## config.mk

```make
export PLATFORM = sky130hd
export DESIGN_NAME = ch_msg_block_receiver
export DESIGN_NICKNAME = d
export VERILOG_FILES = /design/src/rtl/ch_msg_block_receiver_pkg.sv /design/src/rtl/ch_msg_block_receiver_seg_mux.sv /design/src/rtl/ch_msg_block_receiver.sv
export SDC_FILE = /design/constraint.sdc
export NUM_CORES = 2
export LEC_CHECK = 0
export CAP_MARGIN = 20
export CORE_AREA = 4 4 413 415
export DETAILED_ROUTE_END_ITERATION = 10
export DIE_AREA = 0 0 417 419
export GPL_ROUTABILITY_DRIVEN = 0
export HOLD_SLACK_MARGIN = 0.1
export SETUP_SLACK_MARGIN = 0.02
export SLEW_MARGIN = 20
export SYNTH_ARGS = -nofsm -noshare
export SYNTH_HDL_FRONTEND = slang
export SYNTH_SLANG_ARGS = --single-unit
```

## constraint.sdc

```tcl
create_clock -name sys_clk -period 96.2 [get_ports sys_clk]
set_input_delay 19.24 -clock sys_clk [delete_from_list [all_inputs] [get_ports sys_clk]]
set_output_delay 19.24 -clock sys_clk [all_outputs]
set_load 0.005 [all_outputs]
```

## src/rtl/ch_msg_block_receiver_pkg.sv

```systemverilog
// Decoder front-end shared definitions.
// Holds the default block geometry, the receiver read-FSM state encoding and
// a helper that sizes segment index ports.
package ch_msg_block_receiver_pkg;

  // Default block geometry: a block of 204 four-bit messages, streamed as four
  // segments of 51 messages each.
  localparam int CH_N         = 204;
  localparam int CH_QUAN_SIZE = 4;
  localparam int CH_SEG_SIZE  = 51;
  localparam int CH_SEG_NUM   = CH_N / CH_SEG_SIZE;

  // Read-side FSM. It is idle when no block is buffered, and streams
  // segments while a block is buffered.
  typedef enum logic {
    RD_IDLE   = 1'b0,
    RD_STREAM = 1'b1
  } rd_state_t;

  // Width of a segment index. The result is never zero, so a one-segment
  // configuration still has a legal 1-bit port.
  function automatic int seg_idx_width(input int seg_num);
    return (seg_num > 1) ? $clog2(seg_num) : 1;
  endfunction

endpackage

```

## src/rtl/ch_msg_block_receiver_seg_mux.sv

```systemverilog
// Segment selector: picks one SEG_SIZE-message slice out of a buffered block.
// Segment 0 is the most-significant slice, which holds the earliest-generated
// messages.
module ch_msg_seg_mux
  import ch_msg_block_receiver_pkg::*;
#(
  parameter int N         = CH_N,
  parameter int QUAN_SIZE = CH_QUAN_SIZE,
  parameter int SEG_SIZE  = CH_SEG_SIZE
) (
  input  logic [N*QUAN_SIZE-1:0]                   block,
  input  logic [seg_idx_width(N / SEG_SIZE)-1:0]   seg_idx,
  output logic [SEG_SIZE*QUAN_SIZE-1:0]            seg_data
);

  localparam int SEG_NUM = N / SEG_SIZE;
  localparam int IDX_W   = seg_idx_width(SEG_NUM);
  localparam int SEG_W   = SEG_SIZE * QUAN_SIZE;

  // Choose the slice selected by seg_idx. An out-of-range index yields zeros.
  always_comb begin
    seg_data = '0;
    for (int k = 0; k < SEG_NUM; k++) begin
      if (seg_idx == IDX_W'(k)) begin
        seg_data = block[(N - k * SEG_SIZE) * QUAN_SIZE - 1 -: SEG_W];
      end
    end
  end

endmodule

```

## src/rtl/ch_msg_block_receiver.sv

```systemverilog
// Channel-message block receiver.
// It captures whole coded blocks into a ping-pong buffer pair, then streams
// each block to the decoder one segment at a time using a valid/ready
// handshake. It also counts streamed blocks and dropped blocks.
module ch_msg_block_receiver
  import ch_msg_block_receiver_pkg::*;
#(
  parameter int N         = CH_N,
  parameter int QUAN_SIZE = CH_QUAN_SIZE,
  parameter int SEG_SIZE  = CH_SEG_SIZE
) (
  input  logic                                     sys_clk,
  input  logic                                     rstn,
  input  logic [N*QUAN_SIZE-1:0]                   coded_block,
  input  logic                                     tvalid_master,
  output logic                                     ready_slave,
  output logic [SEG_SIZE*QUAN_SIZE-1:0]            seg_data,
  output logic                                     seg_valid,
  input  logic                                     seg_ready,
  output logic [seg_idx_width(N / SEG_SIZE)-1:0]   seg_idx,
  output logic                                     seg_last,
  output logic [15:0]                              blk_cnt,
  output logic [15:0]                              drop_cnt,
  output logic                                     overflow_err
);

  localparam int BLK_W = N * QUAN_SIZE;
  localparam int SEG_NUM = N / SEG_SIZE;
  localparam int IDX_W = seg_idx_width(SEG_NUM);
  localparam logic [IDX_W-1:0] LAST_IDX = IDX_W'(SEG_NUM - 1);

  logic [BLK_W-1:0] buf0;
  logic [BLK_W-1:0] buf1;
  logic [BLK_W-1:0] rd_block;
  logic             wr_ptr;
  logic             rd_ptr;
  logic [1:0]       occ;
  logic [1:0]       occ_next;
  rd_state_t        state;
  rd_state_t        state_next;
  logic [IDX_W-1:0] idx_next;
  logic             capture;
  logic             drop;
  logic             seg_fire;
  logic             release_blk;

  // ready_slave is decided from the occupancy before any release in the same
  // cycle. A block that arrives as the final segment is handed over is
  // accepted only when a buffer was already free.
  assign ready_slave = (occ < 2'd2);
  assign capture     = tvalid_master & ready_slave;
  assign drop        = tvalid_master & ~ready_slave;

  assign seg_valid   = (state == RD_STREAM);
  assign seg_last    = seg_valid & (seg_idx == LAST_IDX);
  assign seg_fire    = seg_valid & seg_ready;
  assign release_blk = seg_fire & (seg_idx == LAST_IDX);

  assign rd_block    = rd_ptr ? buf1 : buf0;

  // Load the incoming block into the buffer that the write pointer selects.
  // These buffers are not reset on purpose.
  always_ff @(posedge sys_clk) begin
    if (capture && !wr_ptr) begin
      buf0 <= coded_block;
    end
    if (capture && wr_ptr) begin
      buf1 <= coded_block;
    end
  end

  // Work out the occupancy after this cycle's capture and release.
  // A capture and a release in the same cycle cancel each other out.
  always_comb begin
    occ_next = occ;
    if (capture && !release_blk) begin
      occ_next = occ + 2'd1;
    end else if (!capture && release_blk) begin
      occ_next = occ - 2'd1;
    end
  end

  // Register the buffer pointers and the occupancy.
  always_ff @(posedge sys_clk or negedge rstn) begin
    if (!rstn) begin
      wr_ptr <= 1'b0;
      rd_ptr <= 1'b0;
      occ    <= 2'd0;
    end else begin
      if (capture) begin
        wr_ptr <= ~wr_ptr;
      end
      if (release_blk) begin
        rd_ptr <= ~rd_ptr;
      end
      occ <= occ_next;
    end
  end

  // Read-FSM next state. After the final segment, the FSM moves straight to
  // the next buffered block, with no gap, whenever one remains.
  always_comb begin
    state_next = state;
    idx_next   = seg_idx;
    case (state)
      RD_IDLE: begin
        if (occ != 2'd0) begin
          state_next = RD_STREAM;
          idx_next   = '0;
        end
      end
      RD_STREAM: begin
        if (seg_fire) begin
          if (seg_idx == LAST_IDX) begin
            idx_next = '0;
            if (occ_next == 2'd0) begin
              state_next = RD_IDLE;
            end
          end else begin
            idx_next = seg_idx + 1'b1;
          end
        end
      end
      default: begin
        state_next = RD_IDLE;
        idx_next   = '0;
      end
    endcase
  end

  // Register the read-FSM state and the segment index.
  always_ff @(posedge sys_clk or negedge rstn) begin
    if (!rstn) begin
      state   <= RD_IDLE;
      seg_idx <= '0;
    end else begin
      state   <= state_next;
      seg_idx <= idx_next;
    end
  end

  // Update the status counters. The streamed-block count wraps around, the
  // drop count saturates, and the overflow flag stays set until reset.
  always_ff @(posedge sys_clk or negedge rstn) begin
    if (!rstn) begin
      blk_cnt      <= 16'd0;
      drop_cnt     <= 16'd0;
      overflow_err <= 1'b0;
    end else begin
      if (release_blk) begin
        blk_cnt <= blk_cnt + 16'd1;
      end
      if (drop) begin
        overflow_err <= 1'b1;
        if (drop_cnt != 16'hFFFF) begin
          drop_cnt <= drop_cnt + 16'd1;
        end
      end
    end
  end

  ch_msg_seg_mux #(
    .N         (N),
    .QUAN_SIZE (QUAN_SIZE),
    .SEG_SIZE  (SEG_SIZE)
  ) u_seg_mux (
    .block    (rd_block),
    .seg_idx  (seg_idx),
    .seg_data (seg_data)
  );

endmodule

```

* Yosys cells after proc, flatten, opt, wreduce, memory -nomap -nowiden
Cells that the tools add are included.
Operators by class: $add $sub $neg 5, magnitude comparators 1, equal/unequal tests 6, mux-type cells 16, bitwise operators 9, reductions and logical operators 12
Operators by type and width (count):
- 204-bit 2-to-1 mux | 4
- 816-bit 2-to-1 mux | 1
- 16-bit by 1-bit adder with 16-bit output, second input constant | 2
- 16-bit inequality test, second input constant | 1
- 2-bit 2-to-1 mux | 5
- 1-bit AND | 5
- 2-bit by 1-bit adder with 2-bit output, second input constant | 2
- 2-bit equality test, second input constant | 2
- 1-bit logical AND | 4
- 2-bit zero test | 2
- 1-bit 2-to-1 mux | 4
- 1-bit NOT | 4
- 2-bit case mux with 2 select lines | 1
- 2-bit AND reduction | 2
- 1-bit zero test | 3
- 2-bit by 1-bit equality test with 1-bit output, second input constant | 1
- 2-bit < comparator, second input constant | 1
- 2-bit by 1-bit inequality test with 1-bit output, second input constant | 1
- 2-bit inequality test, second input constant | 1
- 1-bit case mux with 2 select lines | 1
- 2-bit nonzero test | 1
- 2-bit by 1-bit subtractor with 2-bit output, second input constant | 1
Storage, ports and cells: register bits after elaboration 1672, word-level logic and storage cells 59

* Logic depth before layout (Yosys ltp)
depth after elaboration 11, depth in mapped cells 9, depth with buffers taken out 6

* Hierarchy
Synthesis repeated with hierarchy kept, for this count alone.
Second synthesis, totals: cell total of the unflattened synthesis 2963, area, all modules 65534.1 µm²
Modules (own cells, without submodules):
- ch_msg_block_receiver | instances 1, cells an instance 2713, area an instance 60596.9 µm², sequential area each 50008.0 µm²
- ch_msg_seg_mux | instances 1, cells an instance 250, area an instance 4937.2 µm², sequential area each 0.0 µm²

* Worst setup path after synthesis
Ideal clock, no wire load.
path kind input to register, start in tvalid_master, end reg buf0[0], enable pin, data arrival time 53.075 ns, required time 94.180 ns, slack 41.105 ns, stages on the path 2, path buffers 0, cell sequence nand2b_1 > nor2_1
On the way: cells in the longest elaborated chain, start to end 2
Ends and longest elaborated chain:
- start, declared | RTL line ch_msg_block_receiver.sv:15 | input logic tvalid_master,
- 1-bit AND | RTL line ch_msg_block_receiver.sv:51 | assign capture = tvalid_master & ready_slave;
- 1-bit logical AND | RTL line ch_msg_block_receiver.sv:64 | if (capture && !wr_ptr) begin
- end signal, assigned | RTL line ch_msg_block_receiver.sv:65 | buf0 <= coded_block;
- end, declared | RTL line ch_msg_block_receiver.sv:32 | logic [BLK_W-1:0] buf0;
Every way passes these cells. A chain may end at the register's enable or synchronous reset.

* Worst setup path after layout
start reg rd_ptr, end out seg_data[34]
On the way: cells in the longest elaborated chain, start to end 5
Ends and longest elaborated chain:
- start, declared | RTL line ch_msg_block_receiver.sv:36 | logic rd_ptr;
- start signal, assigned | RTL line ch_msg_block_receiver.sv:94 | rd_ptr <= ~rd_ptr;
- 816-bit 2-to-1 mux (*) | RTL line ch_msg_block_receiver.sv:59 | assign rd_block = rd_ptr ? buf1 : buf0;
- 204-bit 2-to-1 mux (3 in series) | RTL line ch_msg_block_receiver_seg_mux.sv:24 | if (seg_idx == IDX_W'(k)) begin
- 204-bit 2-to-1 mux (*) | RTL line ch_msg_block_receiver_seg_mux.sv:24
- end, declared | RTL line ch_msg_block_receiver.sv:17 | output logic [SEG_SIZE*QUAN_SIZE-1:0] seg_data,
Mark *: on every way between the ends. The rest lies on a longest branch, timed or not.

==> reports/qor.csv <==
stage,metric,value,unit
critical_path,crit_fanout,71,
sta,setup_viol,0,
sta,rsz0062_at_grt,no,
sta,finalHoldViolCount,0,
layout,fin_cells,6954,
synth,yosysTopAreaCell,edfxtp_1,
critical_path,crit_path_start_kind,register,
clocking,postCtsSetupRepairBufs,0,
critical_path,critPathCaptureType,primary output,
power,peakVddDrop,23.38,uV
power,swShare,0.3066,
clocking,htreeDepth,4,
route,postRouteAntennaNets,0,
clocking,ctsResizeCount,0,
power,p_int,1.729,mW
synth,syn_area,0.06654,mm^2
synth,synth_top_area_share,0.7365,
floorplanning,die_h,419,um
power,p_comb_frac,0.373,
power,p_switching,764.8,uW
sta,fmax,0.03720,GHz
critical_path,crit_required,76.96,ns
sta,maxSlewViolCount,0,
sta,tightestPinTransition,1.234,ns
synth,yosys_warnings,0,
synth,avgSynthCellArea,19.19,um^2
synth,ys_ff_latch,1672,
synth,syn-num-nets,4294,
floorplanning,io_pins,1062,
route,drt_wl_total,186000,um
placed_design,place_hpwl,124600,um
job,max-cap-violations,0,
sta,fin_tns_setup,0,ns
grt,grt-ovfl-total,0,
floorplanning,rows,150,
sta,finClkSkew,0.02976,ns
placed_design,port_buffers,1061,
route,post_drt_wl_per_cell,26.74,um
clocking,clockRootBuffer,clkbuf_16,
power,p_leak,28.58,nW
layout,nets,5362,
min_path,hold_class,register to register,
placed_design,dp_cells,6558,
power,p_clk_frac,0.265,
power,pwr-share-seq,0.362,
grt,antenna_found_initial,110,
sta,max_slew_margin,0.1774,
sta,fin_crit_sh,0.2794,
floorplanning,core_region_area,0.1667,mm^2
clocking,holdBufCountCts,0,
power,powerDensity,29.33,mW/mm^2
grt,grt_pass1_vias,37550,
floorplanning,die_x,417,um
clocking,clk_pin_slew,0.06,ns
critical_path,critPathKind,register to primary output,
clocking,cts.sinks,1672,
floorplanning,fp.dieArea,0.1747,mm^2
critical_path,arrival,7.64,ns
layout,fillCellCount,13700,
grt,grt_use_total,0.2053,
synth,synthCells,3467,
synth,yosys-top-cells-area,"edfxtp_1 (74%), mux2_2 (6.6%), mux2_4 (3.8%), mux2i_1 (3.1%), a221o_1 (3.1%)",
outcome,outcome,"complete, no violations",
clocking,clkLatencyLatePin,0.80,ns
clocking,numCtsBuffers,179,
grt,grt_max_degree,164,
route,drtIter0Drc,2905,
clocking,cts.path.max_buffers,3,
floorplanning,start_util,0.3993,
grt,grt_pass1_wl,262300,um
route,vias,37020,
route,dr.pass1.iters,5,
synth,ys_types,37,
clocking,cts_tree,done,
layout,area.growth.synth_to_final,27.79,%
layout,drive_above_1_share,0.1846,
sta,min_period,26.88,ns
route,drc,0,
synth,yosysSeqAreaShare,0.7515,
route,vias_per_cell,5.323,
-- synth_stat cells (all sizes together) --
cell and number:
nor4 2, dfrtp 40, a21oi 206, a22o 204, a221o 203, nand3b 1
a221oi 1, inv 8, nand4 12, a311o 1, a31oi 1, and4 3
o21ai 5, mux2i 204, nand3 14, nor2b 3, edfxtp 1632, clkbuf 136
nor2 7, xor2 6, buf 93, and2 4, mux2 614, ha 7
nand2 17, nand2b 2, xnor2 26, a22oi 1, and3 8, nor3 4
o31ai 1, o2111ai 1
-- worst max-delay path, stage by stage, from the launching register on --
cell             delay, ns
dfrtp_4               0.91
buf_4                 0.74
buf_4                 0.84
buf_4                 0.68
buf_4                 0.82
buf_4                 0.98
mux2_2                0.43
a221o_1               0.29
a22o_1                0.24
clkdlybuf4s50_1       0.60
-- area by class of cell --
type	instances	area, um^2	area share
clock inverters	97	883.3	0.01039
repair buffers	1116	11080	0.1303
inverters	8	30.03	0.0003531
clock buffers	234	4760	0.05597
flip-flops and latches	1672	50010	0.5882
multi-input cells	1558	15350	0.1805
diodes	65	162.7	0.001913
well taps	2204	2758	0.03243
-- logic make-up (layout without fill, tap and decap cells) --
logic type	count (synthesis)	count (layout)	synth area share
flops	1672	1672	0.7515
mux	818	818	0.1442
compound gates	624	624	0.07399
buf+inv	237	1455	0.01863
simple gates	77	77	0.006130
xor+xnor	32	32	0.004212
fa+ha+maj	7	7	0.001316
other cells	0	65	0
-- power groups by stage --
stage               sequential [mW]  clock, mW  combinational (mW)
floorplan                      1.01          0               0.534
global placement              0.916          0               0.937
detailed placement            0.919          0               0.935
CTS                           0.904      0.677               0.941
global route                  0.909      0.708               0.984
finish                        0.903      0.660               0.931
-- stage by stage --
step                        util  power (mW)  cell area [um^2]  hold WS (ns)  setup WS, ns
final                     0.5102       2.494             85030        0.4791         69.32
after global routing      0.5099       2.600             84970        0.5025         68.94
after CTS                 0.5092       2.522             84870        0.4827         69.17
after detailed placement  0.4754       1.853             79230        0.4627         70.10
after global placement    0.4754       1.853             79230        0.4639         70.14
after floorplan                -       1.543             66540        0.4590         41.11
-- per-layer routing --
layer	part of all wire	GRT usage	wire length, um
met3	0.065	0.05680	12070
met2	0.51	0.3538	95350
met5	0.0013	0	240
met4	0.037	0.08576	6809
met1	0.38	0.2423	71500
-- flip-flops by register name, summed over array words and instances (netlist names), 2 cells and up --
register and count:
blk_cnt 16, seg_idx 2, occ 2, buf1 816
drop_cnt 16, buf0 816
-- cells in the final DEF (no fill, tap or decap), types with 51 or more instances in the layout --
master / n
a21oi_1: 206
a221o_1: 203
a22o_1: 204
buf_4: 51
clkbuf_1: 51
clkbuf_16: 182
clkdlybuf4s50_1: 1060
diode_2: 65
edfxtp_1: 1632
mux2_1: 52
mux2_2: 392
mux2_4: 170
mux2i_1: 204
-- path summary, 6_finish.rpt --
path | from | end | slack [ns] | cells after the start
max | rd_ptr$_DFFE_PN0P_ | seg_data[34] | 69.32 | 9
min | blk_cnt[15]$_DFFE_PN0P_ | blk_cnt[15]$_DFFE_PN0P_ | 0.48 | 1
max reg2reg | occ[1]$_DFF_PN0_ | buf0[689]$_DFFE_PP_ | 91.61 | 6
min reg2reg | blk_cnt[15]$_DFFE_PN0P_ | blk_cnt[15]$_DFFE_PN0P_ | 0.48 | 1
max in group asynchronous | rstn | rd_ptr$_DFFE_PN0P_ | 76.98 | 1
min in group asynchronous | rstn | blk_cnt[3]$_DFFE_PN0P_ | 18.56 | 1
Note: power is estimated with default switching activity, not from simulation.
